--- src/rtl/fifo_stream_pkg.sv ---
// Shared types for the FIFO read-side streamer: controller states and skid depth.
package fifo_stream_pkg;
   typedef enum logic [1:0] {
      IDLE  = 2'd0,
      DRAIN = 2'd1,
      DONE  = 2'd2
   } rd_state_t;

   localparam int SKID_DEPTH = 2;
endpackage

--- src/rtl/stream_skid_buf.sv ---
// Two-entry circular buffer holding {last, data}; accepts a write and a pop in the same clk.
module stream_skid_buf
   import fifo_stream_pkg::*;
#(
   parameter int WIDTH = 8
) (
   input  logic             clk,
   input  logic             rst,
   input  logic             wr,
   input  logic [WIDTH:0]   wr_data,
   input  logic             rd,
   output logic [1:0]       count,
   output logic [WIDTH:0]   head
);

   logic [WIDTH:0] mem_r [SKID_DEPTH];
   logic           wr_ptr_r;
   logic           rd_ptr_r;
   logic [1:0]     count_r;

   // Storage, pointers and occupancy; a write and a pop together leave the count unchanged.
   always_ff @(posedge clk) begin
      if (rst) begin
         for (int i = 0; i < SKID_DEPTH; i++) begin
            mem_r[i] <= {(WIDTH+1){1'b0}};
         end
         wr_ptr_r <= 1'b0;
         rd_ptr_r <= 1'b0;
         count_r  <= 2'd0;
      end else begin
         if (wr) begin
            mem_r[wr_ptr_r] <= wr_data;
            wr_ptr_r        <= ~wr_ptr_r;
         end
         if (rd) begin
            rd_ptr_r <= ~rd_ptr_r;
         end
         case ({wr, rd})
            2'b10:   count_r <= count_r + 2'd1;
            2'b01:   count_r <= count_r - 2'd1;
            default: count_r <= count_r;
         endcase
      end
   end

   assign count = count_r;
   assign head  = mem_r[rd_ptr_r];

endmodule

--- src/rtl/fifo_rd_streamer.sv ---
// Drains N words from a 1-cycle-latency sync FIFO into a valid/ready stream with last/done.
module fifo_rd_streamer
   import fifo_stream_pkg::*;
#(
   parameter int WIDTH = 8,
   parameter int ADDR  = 6
) (
   input  logic              clk,
   input  logic              rst,
   input  logic              cmd_valid,
   output logic              cmd_ready,
   input  logic [ADDR:0]     cmd_len,
   input  logic              fifo_empty,
   output logic              fifo_read,
   input  logic [WIDTH-1:0]  fifo_data,
   output logic              m_valid,
   input  logic              m_ready,
   output logic [WIDTH-1:0]  m_data,
   output logic              m_last,
   output logic              busy,
   output logic              done
);

   localparam logic [ADDR:0] LEN_ONE = {{ADDR{1'b0}}, 1'b1};

   rd_state_t      state_r;
   rd_state_t      state_nxt_s;
   logic [ADDR:0]  issued_r;
   logic [ADDR:0]  len_r;
   logic           inflight_r;
   logic           inflight_last_r;
   logic [1:0]     buf_count_s;
   logic [WIDTH:0] buf_head_s;
   logic           accept_s;
   logic           pop_s;
   logic           valid_s;
   logic [2:0]     occ_s;
   logic           fifo_read_s;

   assign accept_s = (state_r == IDLE) && cmd_valid;
   assign valid_s  = (buf_count_s != 2'd0);
   assign pop_s    = valid_s && m_ready;

   // Words held or in flight after this clk's pop; a read is only issued if it still fits.
   assign occ_s       = {1'b0, buf_count_s} + {2'b00, inflight_r} - {2'b00, pop_s};
   assign fifo_read_s = (state_r == DRAIN) && !fifo_empty && (issued_r < len_r) && (occ_s < 3'd2);

   // Next-state decode for the drain controller.
   always_comb begin
      state_nxt_s = state_r;
      case (state_r)
         IDLE: begin
            if (cmd_valid) begin
               state_nxt_s = (cmd_len == {(ADDR+1){1'b0}}) ? DONE : DRAIN;
            end else begin
               state_nxt_s = IDLE;
            end
         end
         DRAIN: begin
            if (pop_s && buf_head_s[WIDTH]) begin
               state_nxt_s = DONE;
            end else begin
               state_nxt_s = DRAIN;
            end
         end
         DONE:    state_nxt_s = IDLE;
         default: state_nxt_s = IDLE;
      endcase
   end

   // State, command length, read counter and the one-deep in-flight tracker.
   always_ff @(posedge clk) begin
      if (rst) begin
         state_r         <= IDLE;
         issued_r        <= {(ADDR+1){1'b0}};
         len_r           <= {(ADDR+1){1'b0}};
         inflight_r      <= 1'b0;
         inflight_last_r <= 1'b0;
      end else begin
         state_r <= state_nxt_s;
         if (accept_s) begin
            issued_r <= {(ADDR+1){1'b0}};
            len_r    <= cmd_len;
         end else if (fifo_read_s) begin
            issued_r <= issued_r + LEN_ONE;
         end
         inflight_r      <= fifo_read_s;
         inflight_last_r <= fifo_read_s && ((issued_r + LEN_ONE) == len_r);
      end
   end

   stream_skid_buf #(
      .WIDTH (WIDTH)
   ) u_skid (
      .clk     (clk),
      .rst     (rst),
      .wr      (inflight_r),
      .wr_data ({inflight_last_r, fifo_data}),
      .rd      (pop_s),
      .count   (buf_count_s),
      .head    (buf_head_s)
   );

   // Stale buffer contents are masked so idle outputs read as zero.
   assign m_valid   = valid_s;
   assign m_data    = valid_s ? buf_head_s[WIDTH-1:0] : {WIDTH{1'b0}};
   assign m_last    = valid_s && buf_head_s[WIDTH];
   assign fifo_read = fifo_read_s;
   assign cmd_ready = (state_r == IDLE);
   assign busy      = (state_r != IDLE);
   assign done      = (state_r == DONE);

endmodule
--- config.mk ---
export PLATFORM = sky130hd
export DESIGN_NAME = fifo_rd_streamer
export DESIGN_NICKNAME = d
export VERILOG_FILES = /design/src/rtl/fifo_stream_pkg.sv /design/src/rtl/stream_skid_buf.sv /design/src/rtl/fifo_rd_streamer.sv
export SDC_FILE = /design/constraint.sdc
export NUM_CORES = 1
export LEC_CHECK = 0
export ABC_AREA = 1
export CORE_MARGIN = 4
export CORE_UTILIZATION = 24
export DETAILED_ROUTE_END_ITERATION = 7
export PLACE_DENSITY_LB_ADDON = 0.25
export SYNTH_ARGS = -nofsm -noshare
export SYNTH_HDL_FRONTEND = slang
export SYNTH_HIERARCHICAL = 1
export SYNTH_SLANG_ARGS = --single-unit
--- constraint.sdc ---
create_clock -name clk -period 2.4 [get_ports clk]
set_input_delay 0.36 -clock clk [delete_from_list [all_inputs] [get_ports clk]]
set_output_delay 0.36 -clock clk [all_outputs]
set_load 0.03 [all_outputs]
==> reports/summary.txt, run 1 <==
Status -> finished, violations left
Failing checks -> setup timing
GRT Total Usage -> 9.32%
Post-Syn Area per Cell -> 7.93 sq um
Post-synthesis mux area share -> 4.50%
Worst skew pair latency -> 290 ps
Clk slew on worst S/H paths -> 80 ps
Bufs and invs on worst path -> 2
Initial Utilization -> 24.5%
Inserted Clock Buffers -> 5
Critical path capture point type -> output pin
Largest delay share family, worst path -> simple AND/OR/NAND/NOR gates
Startpoint types -> flip-flop
Routability congestion estimate from global placement -> 0.812
Cell Int Power -> 1.13 mW
Mapped cell area -> 0.00225 sq mm
Antenna Cells -> 0
CP Cell Sequence -> nor2_4 > nor2_2 > nand2_1 > o21ai_1 > nand2_1 > fa_2 > nand3b_1 > nor2_4 > nand2_4 > clkinv_4 > buf_6
Via count -> 1830
Min-delay worst type -> reg -> reg
Most common cell after layout, fill and taps aside -> nor2_1
Number of synthesized register bits -> 41
Peak supply drop -> 0.232 mV
Seq pwr share -> 49.6%
Comb pwr share -> 22.8%
Pleak -> 1.24 nW
Core footprint -> 0.00920 sq mm
Global-route wire length before repair -> 8.39 mm
Routed WL -> 4.88 mm
Power per Cell Area -> 556 mW/mm^2
Sequential area share after synthesis -> 44.4%
# H-tree levels -> 2
Synth Area in Simple Gates -> 27.8%
Clock Power Share -> 27.6%
Switching Fraction -> 29.7%
Synth Area in Compound Gates -> 6.33%
CTS tree -> built
Final worst-path cycle share -> 101%
Setup-failing EPs final -> 1
Die Width -> 105 um
Vias in the first global route -> 1858
RSZ-0062 raised after global routing -> true
Port Buf Inserts -> 33
Drt wl/cell -> 11.0 um
Post-Synth Adder-Cell Area -> 5.89%
CP Data Arrival Time -> 2070 ps
Setup TNS -> -31.4 ps
Antenna-violating nets left -> 0
CP max FO -> 3
Critical path class -> reg -> out
Most frequent cells in the layout -> nor2_1 (54), inv_1 (46), nand2_1 (45), clkdlybuf4s50_1 (31), dfxtp_1 (20)
Height of the die -> 105 um
Hold_ws -> 495 ps
Slew @ Worst Pin -> 591 ps
Final hold violation count -> 0
Post-route setup slack -> -31.4 ps
Slew Limit Fails -> 0
GRT overflow -> 0
Pre-antenna DRT Iters -> 4
Max cap viols -> 0
Achievable frequency -> 411 MHz
Clk buf depth -> 2
Synth Area in XOR/XNOR -> 0.777%
Initial detailed-routing violation count -> 46
Max transition margin -> 60.2%
Switch Pwr -> 478 uW
Overall Power -> 1.61 mW
Yosys warning count -> 6
Slowest CP cell -> fa_2
Max stage delay on crit path -> 530 ps
Yosys cell types -> 33
Initial antenna violation count -> 0
Post-DP HPWL -> 3.80 mm
Site Rows -> 35
Worst Skew -> 12.0 ps
Die area -> 0.0110 sq mm
Layout Utilization -> 31.4%
Synth Net Count -> 314
Main combinational cell family by area after synthesis -> simple AND/OR/NAND/NOR gates
CP Data Required Time -> 2040 ps
CTS sink count -> 41
Placed insts -> 434
Drc violations -> 0
Synth-to-layout area growth -> 28.2%
Ports -> 34
Layout Nets -> 362
Layout cells sized above 1 -> 18.3%
Period minus WS final -> 2430 ps
Clock Tree Root -> clkbuf_8
Mapped Cells -> 284
Post-Layout Cell Count -> 444
Vias per cell -> 4.12
Largest net degree at the start of global routing -> 16
==> routing by layer <==
layer | wire length, um | GRT usage, % | up-vias
li1 | - | - | 975
met1 | 2230 | 11.4 | 819
met2 | 2390 | 16.3 | 31
met3 | 219 | 2.53 | 5
met4 | 39 | 1.97 | 0
met5 | 0 | 0 | -
==> sequential cells by signal, summed over array words and instances (netlist names), named ones only <==
register         flops
inflight_last_r      1
inflight_r           1
issued_r             7
len_r                7
state_r              2
u_skid/count         2
u_skid/mem_r        18
u_skid/rd_ptr_r      1
u_skid/wr_ptr_r      1
==> layout make-up <==
class                           instances  area (sq um)
Multi-Input combinational cell        186          1030
Sequential cell                        41          1010
Timing Repair Buffer                   45           420
Fill cell                            1003          6310
Tap cell                              111           139
Clock buffer                            5          68.8
Clock inverter                          3          16.3
Inverter                               53           204
==> Yosys cell counts <==
cell type / number / area, sq um
fa_1: 1 / 20.0
buf_4: 1 / 7.51
clkbuf_1: 1 / 3.75
nor3_1: 1 / 5.00
nand4_1: 1 / 6.26
nor2_4: 4 / 45.0
nor2_2: 12 / 75.1
o21bai_1: 1 / 7.51
buf_2: 1 / 5.00
a21oi_1: 9 / 45.0
nand2_2: 3 / 18.8
a21boi_1: 1 / 7.51
nand3b_1: 2 / 15.0
nor4_1: 1 / 6.26
o21a_1: 1 / 7.51
mux2_2: 9 / 101
nand2_4: 1 / 11.3
edfxtp_1: 18 / 541
nand3_1: 11 / 55.1
ha_1: 9 / 113
dfxtp_1: 23 / 460
nor2_1: 56 / 210
xor2_1: 1 / 8.76
nand2_1: 45 / 169
buf_6: 1 / 11.3
nand3_2: 1 / 10.0
inv_1: 47 / 176
clkinv_1: 1 / 3.75
xnor2_1: 1 / 8.76
clkinv_4: 1 / 8.76
o21ai_1: 5 / 25.0
inv_2: 4 / 15.0
o21ai_0: 10 / 50.1
==> metrics by stage <==
step / worst slack (ps) / instance area [sq um]
2_1_floorplan: 158 / 2250
3_3_place_gp: -231 / 2770
3_5_place_dp: -259 / 2770
4_1_cts: -66.0 / 2890
5_1_grt: -183 / 2890
6_report: -31.4 / 2890
==> logic make-up after synthesis <==
family	count (synthesis)
AO/OA/AOI/OAI	27
XOR/XNOR	2
adder cells (fa/ha/maj)	10
buffers and inverters	57
flip-flops	41
multiplexers	9
AND/OR/NAND/NOR	138
==> worst register-to-register path: stages (launching register included) <==
cell and delay [ps]:
dfxtp_4 380, nor2_4 40, nor2_2 90, nand2_1 80, o21ai_1 70, nand2_1 80, fa_2 530, nand3b_1 120
nor2_4 170, nand2_4 70, buf_4 160, nor2_4 80, nand3_1 80, nor2_2 80
==> power by group through the flow <==
stage	clock (mW)	combinational [mW]	sequential, mW
after floorplan	0	0.237	0.801
after global placement	0	0.358	0.811
after detailed placement	0	0.361	0.812
after CTS	0.463	0.374	0.798
after global routing	0.494	0.416	0.803
final	0.444	0.367	0.797
==> path summary, 6_finish.rpt <==
check,start,to,slack (ps),cells past startpoint
worst max register to register,u_skid/count[0],inflight_last_r,330,13
worst min register to register,len_r[0],len_r[0],500,2
worst min-delay path,len_r[0],len_r[0],500,2
worst max-delay path,u_skid/count[0],fifo_read,-30,11
==> repair_timing <==
item,in CTS,in global routing
pin swaps,7,5
buffers inserted,3,0
resized for setup,12,0
setup endpoints to repair,2,1
hold buffers,0,0
Power figures use the tool's default switching activity.
==> inputs of run 2 (changes only) <==
--- a/config.mk
+++ b/config.mk
@@ -6,6 +6,7 @@
 export NUM_CORES = 1
 export LEC_CHECK = 0
 export ABC_AREA = 1
+export CORE_ASPECT_RATIO = 1.1
 export CORE_MARGIN = 4
 export CORE_UTILIZATION = 24
 export DETAILED_ROUTE_END_ITERATION = 7
==> run 2 against run 1 <==
  * The flow still finishes with violations (setup timing)
  * Cell area is 0.56% higher
  * Non-clock buffer count is 1 lower
  * Critical endpoint unchanged
  * Via count is 0.38% lower
==> reports/summary.txt, run 2 (synthesis results as in run 1) <==
Die Width -> 100 um
GRT Total Usage -> 9.33%
Hold-fix buffers, CTS -> 0
# H-tree levels -> 2
CP Cell Sequence -> nor2_2 > nor2_2 > nand2_1 > o21ai_1 > nand2_1 > fa_2 > nand3b_1 > nor2_4 > nand2_4 > clkinv_4 > buf_6
Max transition margin -> 63.7%
Clock Tree Root -> clkbuf_8
Layout Utilization -> 32.3%
Ports -> 34
Max stage delay on crit path -> 530 ps
Layout cells sized above 1 -> 18.7%
Initial antenna violation count -> 0
Inserted Clock Buffers -> 5
Final worst-path cycle share -> 101%
Max FFs per register -> 18
Drt wl/cell -> 10.8 um
Worst skew pair latency -> 290 ps
Hold_ws -> 500 ps
Routed WL -> 4.80 mm
Setup-failing EPs final -> 1
Pre-CTS setup slack -> -270 ps
Antenna-violating nets left -> 0
Antenna Cells -> 0
Period minus WS final -> 2420 ps
Pre-antenna DRT Iters -> 4
Most common cell after layout, fill and taps aside -> nor2_1
Global-route wire length before repair -> 8.20 mm
Achievable frequency -> 413 MHz
Largest net degree at the start of global routing -> 16
Post-DP HPWL -> 3.75 mm
Status -> finished, violations left
Critical path class -> reg -> out
Hold Path Stages -> 2
Pleak -> 1.26 nW
Die area -> 0.0110 sq mm
CP max FO -> 4
Core footprint -> 0.00901 sq mm
Reg-to-reg setup timing slack -> 330 ps
Vias in the first global route -> 1805
Worst Skew -> 7.93 ps
CP Data Required Time -> 2040 ps
Synth-to-layout area growth -> 28.9%
Port Buf Inserts -> 33
Via count -> 1823
Peak supply drop -> 0.193 mV
Initial Utilization -> 25.0%
Slew @ Worst Pin -> 540 ps
Final hold violation count -> 0
Power per Cell Area -> 592 mW/mm^2
FILL cells -> 993
R2r worst-path depth -> 13
Vias per cell -> 4.09
CTS sink count -> 41
Max cap viols -> 0
Most flop-heavy register -> u_skid/mem_r
Startpoint types -> flip-flop
Slew Limit Fails -> 0
Critical path capture point type -> output pin
Height of the die -> 110 um
RSZ-0062 raised after global routing -> true
Initial detailed-routing violation count -> 24
Slowest CP cell -> fa_2
Min-delay worst type -> reg -> reg
CTS tree -> built
Most frequent cells in the layout -> nor2_1 (54), inv_1 (46), nand2_1 (45), clkdlybuf4s50_1 (31), dfxtp_1 (20)
Clk buf depth -> 2
Routability congestion estimate from global placement -> 0.812
Layout Nets -> 361
Drc violations -> 0
GRT overflow -> 0
Top flop regs -> u_skid/mem_r: 18 flops, issued_r: 7 flops, len_r: 7 flops
CP Data Arrival Time -> 2060 ps
Failing checks -> setup timing
Post-route setup slack -> -20.4 ps
Clk slew on worst S/H paths -> 80 ps
Site Rows -> 36
[run 2: where the power goes]
group	switching, mW	total (mW)	internal, mW
Combinational	0.206	0.364	0.158
Clock	0.247	0.559	0.312
Sequential	0.0287	0.796	0.767
[run 2: critical path, delay by kind of cell, from the launching register on]
kind / cells / cell delay (ps)
AND/OR/NAND/NOR: 7 / 650
AO/OA/AOI/OAI: 1 / 80
flip-flops: 1 / 360
adder cells (fa/ha/maj): 1 / 530
buffers and inverters: 2 / 160
[run 2: through the flow]
step	total power [mW]	cell area (sq um)	instances	setup TNS, ps
floorplan	1.04	2250	284	0
global placement	1.17	2760	435	-1310
global route	1.83	2910	446	-147
finish	1.72	2910	446	-20.4
detailed placement	1.17	2760	435	-1700
CTS	1.75	2900	446	-45.0
[run 2: layout make-up]
| cell class | instances | area (sq um) | share of cell area (%) |
|---|---|---|---|
| clock buffer | 5 | 68.8 | 2.37 |
| inverter | 53 | 204 | 7.02 |
| sequential | 41 | 1000 | 34.6 |
| multi-input combinational | 186 | 1030 | 35.4 |
| tap | 114 | 143 | 4.91 |
| clock inverter | 3 | 43.8 | 1.51 |
| timing repair buffer | 44 | 413 | 14.2 |
[run 2: repair_timing]
action                     4_1_cts  5_1_grt
resized for setup                8        2
setup buffers                    3        0
setup endpoints to repair        1        4
pin swaps                        4        0
[run 2: path summary, 6_finish.rpt]
kind | from | endpoint
worst max-delay path | u_skid/count[0] | fifo_read
worst min register to register | len_r[2] | len_r[2]
worst max register to register | u_skid/count[0] | inflight_last_r
worst min-delay path | len_r[2] | len_r[2]
[run 2: per-layer routing]
metal  track usage (%)  wire, um  vias up
met5                 0         0        -
met3              2.16       203        5
met2              17.0      2420       27
li1                  -         -      980
met4              2.31        43        0
met1              11.1      2130      811
==> inputs of run 3 (changes only) <==
==> constraint.sdc (replaced) <==
create_clock -name clk -period 2.4 [get_ports clk]
set_input_delay 0.6 -clock clk [delete_from_list [all_inputs] [get_ports clk]]
set_output_delay 0.6 -clock clk [all_outputs]
set_load 0.03 [all_outputs]
==> run 3 against run 2 <==
  * The run still ends with setup timing left
  * Critical path depth rose by 1
  * Die area is the same
  * Cell area grew 2.9%
  * Critical path type is now in -> out
  * Largest cell class unchanged
  * Largest power group unchanged
==> reports/summary.txt, run 3 (synthesis results as in run 1) <==
Status -> finished, violations left
Failing checks -> setup timing
CP max FO -> 2
FF/Latch Area -> 0.00101 sq mm
Setup-failing EPs final -> 1
Slew Limit Fails -> 0
Initial detailed-routing violation count -> 26
Drc violations -> 0
Die area -> 0.0110 sq mm
Routed WL -> 4.83 mm
Max cap viols -> 0
Multi-input logic area -> 0.00105 sq mm
Largest net degree at the start of global routing -> 15
Drt wl/cell -> 10.7 um
GRT overflow -> 0
CP Data Arrival Time -> 2060 ps
Via count -> 1835
GRT Total Usage -> 9.25%
Hold-fix buffers, CTS -> 0
Layout Nets -> 366
Pleak -> 1.34 nW
Max transition margin -> 65.9%
Comb pwr share -> 22.4%
Worst Skew -> 3.60 ps
Most flop-heavy register -> u_skid/mem_r
Post-DP HPWL -> 3.75 mm
CTS tree -> built
Vias in the first global route -> 1759
RSZ-0062 raised after global routing -> true
Switching Fraction -> 28.3%
Most common cell after layout, fill and taps aside -> nor2_1
Switch Pwr -> 492 uW
Critical path class -> in -> out
Die Width -> 100 um
Clock Power Share -> 32.1%
Max FFs per register -> 18
Antenna Cells -> 0
Global-route wire length before repair -> 8.06 mm
Ports -> 34
Top flop regs -> u_skid/mem_r: 18 flops, issued_r: 7 flops, len_r: 7 flops
FILL cells -> 990
Setup TNS -> -256 ps
CP Data Required Time -> 1800 ps
Pre-antenna DRT Iters -> 4
Slew @ Worst Pin -> 507 ps
Period minus WS final -> 2660 ps
Peak supply drop -> 0.318 mV
R2r worst-path depth -> 15
Most frequent cells in the layout -> nor2_1 (54), inv_1 (44), nand2_1 (44), clkdlybuf4s50_1 (22), dfxtp_1 (21)
CTS sink count -> 41
Post-route setup slack -> -256 ps
Layout cells sized above 1 -> 21.1%
Cell Int Power -> 1.25 mW
Clk slew on worst S/H paths -> 80 ps
Clock Tree Root -> clkbuf_8
Placed cell areas -> 0.00282 sq mm
Clk buf depth -> 2
Final hold violation count -> 0
Vias per cell -> 4.07
Min-delay worst type -> reg -> reg
Final worst-path cycle share -> 111%
Site Rows -> 36
Routability congestion estimate from global placement -> 0.788
Seq pwr share -> 45.5%
# H-tree levels -> 2
Initial Utilization -> 25.0%
Port Buf Inserts -> 33
Initial antenna violation count -> 0
Inserted Clock Buffers -> 5
Worst skew pair latency -> 290 ps
Antenna-violating nets left -> 0
Achievable frequency -> 376 MHz
Cell area after layout -> 0.00299 sq mm
Synth-to-layout area growth -> 32.7%
Startpoint types -> input port
Critical path capture point type -> output pin
Core footprint -> 0.00901 sq mm
Hold Path Stages -> 2
Power per Cell Area -> 581 mW/mm^2
Height of the die -> 110 um
[run 3: worst paths after layout]
path         slack [ps]          end            start
max                -260    fifo_read          m_ready
min                 510     len_r[2]         len_r[2]
max reg2reg         260  issued_r[3]  u_skid/count[0]
min reg2reg         510     len_r[2]         len_r[2]
[run 3: timing repair]
action,in CTS,in global routing
resized for setup,30,4
endpoints found under the hold margin,0,0
pin swaps,6,5
endpoints found under the setup margin,17,2
setup buffers,1,1
[run 3: worst max-delay path: stages]
cell and delay (ps):
buf_8 80, inv_4 30, nor2_4 120, nand2_4 60, o21ai_2 50, nand2_1 70, fa_2 520, nand3b_1 120
nor2_4 160, nand2_4 90, clkinv_8 50, buf_8 110
[run 3: final cells by class]
type	count	area share, %
Clock buffer	5	2.30
Clock inverter	3	1.55
Inverter	53	7.24
Multi-Input combinational cell	186	35.1
Sequential cell	41	33.6
Tap cell	114	4.77
Timing Repair Buffer	49	15.4
[run 3: through the flow]
stage	util (%)	std cells	power [mW]	hold slack (ps)	worst slack, ps
finish	33.2	451	1.74	509	-256
global placement	31.3	441	1.18	487	-687
CTS	33.0	450	1.77	505	-265
detailed placement	31.3	441	1.19	491	-746
floorplan	-	284	1.04	458	-93.9
global route	33.2	451	1.85	538	-359
[run 3: layer usage]
metal / vias to the layer above / routed length (um) / global-route usage (%)
met1: 817 / 2130 / 11.2
met5: - / 0 / 0
met3: 5 / 229 / 2.22
met2: 29 / 2420 / 16.3
li1: 984 / - / -
met4: 0 / 41 / 2.60
[run 3: power groups by stage]
stage | combinational, mW | sequential, mW | clock [mW]
2_1_floorplan | 0.242 | 0.801 | 0
3_3_place_gp | 0.377 | 0.805 | 0
3_5_place_dp | 0.381 | 0.806 | 0
4_1_cts | 0.392 | 0.792 | 0.586
5_1_grt | 0.438 | 0.798 | 0.616
6_report | 0.389 | 0.792 | 0.558
